$ cat src/rtl/twiddle_sequencer.sv
// Twiddle ROM sweep sequencer: on start, walks the ROM address 0..N-1 once and
// presents each registered twiddle with its bin index, then pulses done.
module twiddle_sequencer #(
  parameter int addr_width = 4,
  parameter int data_width = 16
) (
  input  logic                  clk,
  input  logic                  reset,
  input  logic                  start,
  input  logic                  clear_overrun,
  output logic [addr_width-1:0] rom_addr,
  input  logic [data_width-1:0] rom_real,
  input  logic [data_width-1:0] rom_imaj,
  output logic                  busy,
  output logic                  tw_valid,
  output logic [addr_width-1:0] tw_index,
  output logic [data_width-1:0] tw_real,
  output logic [data_width-1:0] tw_imaj,
  output logic                  tw_last,
  output logic                  done,
  output logic                  overrun,
  output logic [7:0]            frame_count,
  output logic [1:0]            state_dbg
);

  // Handshake: start is a level request sampled on the rising edge. It is
  // accepted only while busy is low; a start seen while busy is high is
  // dropped and latches overrun until clear_overrun (a same-cycle set wins).

  typedef enum logic [1:0] {
    IDLE  = 2'd0,
    ISSUE = 2'd1,
    DRAIN = 2'd2
  } state_t;

  localparam logic [addr_width-1:0] last_addr = '1;
  localparam logic [addr_width-1:0] addr_one  = 1;

  state_t                state;
  state_t                state_next;
  logic [addr_width-1:0] addr_next;
  logic                  drain_cnt;
  logic                  drain_next;
  logic                  issue;

  logic                  v1;
  logic [addr_width-1:0] idx1;

  always_ff @(posedge clk or posedge reset) begin
    if (reset) begin
      state     <= IDLE;
      rom_addr  <= '0;
      drain_cnt <= 1'b0;
    end else begin
      state     <= state_next;
      rom_addr  <= addr_next;
      drain_cnt <= drain_next;
    end
  end

  always_comb begin
    state_next = state;
    addr_next  = rom_addr;
    drain_next = drain_cnt;
    issue      = 1'b0;
    case (state)
      IDLE: begin
        if (start) begin
          state_next = ISSUE;
          addr_next  = '0;
        end
      end
      ISSUE: begin
        issue = 1'b1;
        if (rom_addr == last_addr) begin
          state_next = DRAIN;
          drain_next = 1'b0;
        end else begin
          addr_next = rom_addr + addr_one;
        end
      end
      DRAIN: begin
        // Two cycles cover the ROM read and the output register.
        if (drain_cnt) begin
          state_next = IDLE;
        end else begin
          drain_next = 1'b1;
        end
      end
      default: state_next = IDLE;
    endcase
  end

  assign busy      = (state != IDLE);
  assign state_dbg = state;

  // Stage 1 tracks the address whose data the ROM returns next cycle; stage 2
  // lines up with the registered twiddle words.
  always_ff @(posedge clk or posedge reset) begin
    if (reset) begin
      v1       <= 1'b0;
      idx1     <= '0;
      tw_valid <= 1'b0;
      tw_index <= '0;
      tw_real  <= '0;
      tw_imaj  <= '0;
      tw_last  <= 1'b0;
      done     <= 1'b0;
    end else begin
      v1       <= issue;
      if (issue) begin
        idx1 <= rom_addr;
      end
      tw_valid <= v1;
      if (v1) begin
        tw_index <= idx1;
        tw_real  <= rom_real;
        tw_imaj  <= rom_imaj;
      end
      tw_last  <= v1 && (idx1 == last_addr);
      done     <= v1 && (idx1 == last_addr);
    end
  end

  always_ff @(posedge clk or posedge reset) begin
    if (reset) begin
      overrun     <= 1'b0;
      frame_count <= 8'd0;
    end else begin
      if (start && busy) begin
        overrun <= 1'b1;
      end else if (clear_overrun) begin
        overrun <= 1'b0;
      end
      if (done) begin
        frame_count <= frame_count + 8'd1;
      end
    end
  end

endmodule
$ cat config.mk
export PLATFORM = sky130hd
export DESIGN_NAME = twiddle_sequencer
export DESIGN_NICKNAME = d
export VERILOG_FILES = /design/src/rtl/twiddle_sequencer.sv
export SDC_FILE = /design/constraint.sdc
export NUM_CORES = 1
export LEC_CHECK = 0
export ABC_AREA = 0
export CORE_MARGIN = 2
export CORE_UTILIZATION = 39
export CTS_CLUSTER_DIAMETER = 80
export CTS_CLUSTER_SIZE = 28
export DETAILED_ROUTE_END_ITERATION = 12
export PLACE_DENSITY_LB_ADDON = 0.1
export SYNTH_ARGS = -nofsm -noshare
export SYNTH_HDL_FRONTEND = slang
export SYNTH_SLANG_ARGS = --single-unit
export TNS_END_PERCENT = 50
$ cat constraint.sdc
create_clock -name clk -period 2.2 [get_ports clk]
set_clock_uncertainty 0.1 [all_clocks]
set_input_delay 0.55 -clock clk [delete_from_list [all_inputs] [get_ports clk]]
set_output_delay 0.55 -clock clk [all_outputs]
set_load 0.02 [all_outputs]
==> results.tsv <==
stage	metric	value	unit
timing	period_share	95.0	%
power	pwr-share-seq	41.0	%
route	wl	4390	µm
route	drc_errors	0	
timing	drv_slew	0	
worst_setup_path	worstSetupPathType	flip-flop to output pin	
route	drt-wirelength-per-cell	13.1	µm
timing	min_period	2.09	ns
clocking	cts_setup_buffers	0	
logic_synthesis	syn_nets	197	
grt	grtUsageMet2	23.1	%
worst_setup_path	worstSetupStartpoint	rom_addr[2]	
timing	final.setup.tns	0	ns
logic_synthesis	synth_ff_type	dfrtp_1	
logic_synthesis	async_reset_ff_share	100	%
timing	finalHoldViolCount	0	
die	core_area	5570	µm²
grt	grt_antenna_before_repair	0	
logic_synthesis	synthCells	159	
power	power.density	1120	nW/µm²
logic_synthesis	yosys_warnings	0	
timing	holdWs	0.348	ns
route	drtIter0Drc	121	
route	vias	1576	
grt	grt_max_degree	60	
worst_setup_path	cp_num_buf_inv	1	
route	via_per_inst	4.70	
worst_setup_path	path_cells	clkdlybuf4s50_1	
clocking	cts_max_level	3	
logic_synthesis	yosysTopAreaCell	dfrtp_1	
worst_setup_path	crit_slowest_cell	clkdlybuf4s50_1	
logic_synthesis	synth_edf_count	0	
worst_setup_path	slowest_delay	0.65	ns
power	power_frac_comb	36.9	%
layout	antenna_cells	0	
place	dp.cells	319	
power	cellLeakagePower	1.48	nW
die	ioPinCount	91	
route	ant_nets	0	
die	die_h	80.3	µm
timing	fmax	0.478	GHz
place	routabilityCongestion	0.710	
status	outcome	complete, no violations	
power	internal_power	2.59	mW
layout	nNetsFinal	296	
clocking	root_buffer	clkbuf_8	
logic_synthesis	avgSynthCellArea	14.3	µm²
logic_synthesis	synth-seq-area-share	65.0	%
grt	first_global_vias	1576	
timing	tightest_slew	0.384	ns
clocking	ctsHoldBuffers	0	
place	dp_worst_setup_slack	0.334	ns
worst_setup_path	arrival	1.44	ns
worst_setup_path	critPathMaxFanout	7	
clocking	cts_tree	done	
power	p_sw	1.26	mW
die	initial_core_util	40.7	%
layout	final_common_cell	clkdlybuf4s50_1	
layout	final_cell_mix	clkdlybuf4s50_1, dfrtp_1, mux2_2	
logic_synthesis	synth_area_leaders	dfrtp_1, mux2_2, nand2_1, xnor2_1, nand4_1	
clocking	clock_latency	0.32	ns
timing	relSlewSlack	74.4	%
die	std_cell_rows	27	
worst_setup_path	crit_required	1.55	ns
worst_setup_path	worst_setup_path_end_kind	output pin	
timing	rsz0062_at_grt	false	
power	ir_worst_vdd	0.000726	V
clocking	path_clk_slew	0.06	ns
grt	gr-total-overflow	0	
logic_synthesis	ys_seq_elements	59	
logic_synthesis	syn_area	2270	µm²
layout	final_cells	335	
layout	areaGrowthSynthToFinish	51.6	%
route	drt_first_pass_iters	2	
power	power_frac_clock	22.1	%
timing	setup-violations-final	0	
die	die-width	80.3	µm
grt	grt_util_met3	4.04	%
place	port_buffers	90	
min_path	min_from	drain_cnt	
clocking	clock_path_buffers	2	
die	die_area	6450	µm²
clocking	numCtsBuffers	9	
power	p_sw_share	32.7	%
min_path	holdCritPathClass	flip-flop to flip-flop	
grt	globalRouteMet1Util	18.6	%
grt	grt_pass1_wl	7250	µm
worst_setup_path	crit_family	buffers and inverters	
worst_setup_path	reg2reg_from	rom_addr[0]	
timing	fin_ws	0.109	ns
grt	grt_busiest_layer	met2	
job	cap_viol_max_count	0	
layout	n_fill_cell	480	
clocking	cts.sinks	59	
logic_synthesis	synth.distinct_cells	28	
worst_setup_path	cp-start-kind	flip-flop	
grt	track_usage	14.7	%
logic_synthesis	netlist.area_leader.share	65.0	%
layout	drive_gt1_share	21.7	%
place	dp_hpwl	3080	µm
[registers in the layout (all words and copies together) (netlist names)]
name and count:
done 1, drain_cnt 1, frame_count 8, overrun 1, rom_addr 4, tw_valid 1, idx1 4, tw_real 16
tw_imaj 16, v1 1, tw_index 4, state_dbg 2
[per-stage QoR]
stage / total power, mW / area, µm² / util [%]
5_1_grt: 4.10 / 3440 / 61.8
3_5_place_dp: 3.04 / 3270 / 58.7
3_3_place_gp: 3.03 / 3270 / 58.7
4_1_cts: 3.92 / 3440 / 61.8
2_1_floorplan: 2.37 / 2270 / -
6_report: 3.85 / 3440 / 61.8
[logic make-up (layout without fill, tap and decap cells)]
kind of cell               count (synthesis)  in the layout  share of synthesized area [%]
DFF                                       59             59                           65.0
AOI/OAI and AO/OA                         12             12                           3.75
buffers and inverters                     13            117                           2.59
muxes                                     38             38                           19.0
and+or+nand+nor                           28             28                           5.90
xor gates and xnor gates                   7              7                           2.70
adders and majority gates                  2              2                           1.10
[power groups by stage]
stage / Sequential (mW) / Clock [mW] / Combinational (mW)
2_1_floorplan: 1.85 / 0 / 0.512
3_3_place_gp: 1.59 / 0 / 1.44
3_5_place_dp: 1.60 / 0 / 1.44
4_1_cts: 1.59 / 0.886 / 1.44
5_1_grt: 1.62 / 0.936 / 1.54
6_report: 1.58 / 0.850 / 1.42
[repair_timing]
item                                   4_1_cts  5_1_grt
setup endpoints to repair                    1        0
resized for setup                            1        0
endpoints found under the hold margin        0        0
[metal layers]
| layer | part of all wire (%) | vias to the layer above |
|---|---|---|
| met5 | 0 | - |
| li1 | - | 746 |
| met3 | 7.6 | 4 |
| met1 | 45 | 771 |
| met2 | 46 | 55 |
| met4 | 0.84 | 0 |
[final timing paths]
kind / end / cells after the start / slack (ns)
min in group asynchronous: tw_real[12] / 3 / 0.54
setup / recovery: rom_addr[2] / 1 / 0.11
hold / removal: state_dbg[1] / 1 / 0.35
max in group asynchronous: frame_count[2] / 3 / 1.22
setup reg to reg: rom_addr[0] / 3 / 0.67
hold reg to reg: state_dbg[1] / 1 / 0.35
[Yosys cell counts, types with 2 or more instances]
cell type,number
dfrtp_1,59
mux2_2,36
nand2_1,12
inv_1,6
buf_2,5
nand4_1,5
xnor2_1,5
nand3_1,3
nor2_1,3
o21ai_0,3
a21oi_1,2
ha_1,2
nand2b_1,2
xor2_1,2
[cell type report]
| class | instances | area, µm² | area share [%] |
|---|---|---|---|
| Sequential cell | 59 | 1480 | 42.9 |
| Timing Repair Buffer | 94 | 942 | 27.4 |
| Multi-Input combinational cell | 87 | 736 | 21.4 |
| Clock buffer | 14 | 163 | 4.72 |
| Tap cell | 72 | 90.1 | 2.62 |
| Inverter | 7 | 26.3 | 0.763 |
| Clock inverter | 2 | 10.0 | 0.291 |
No activity file was read; power rests on OpenSTA's default activity.
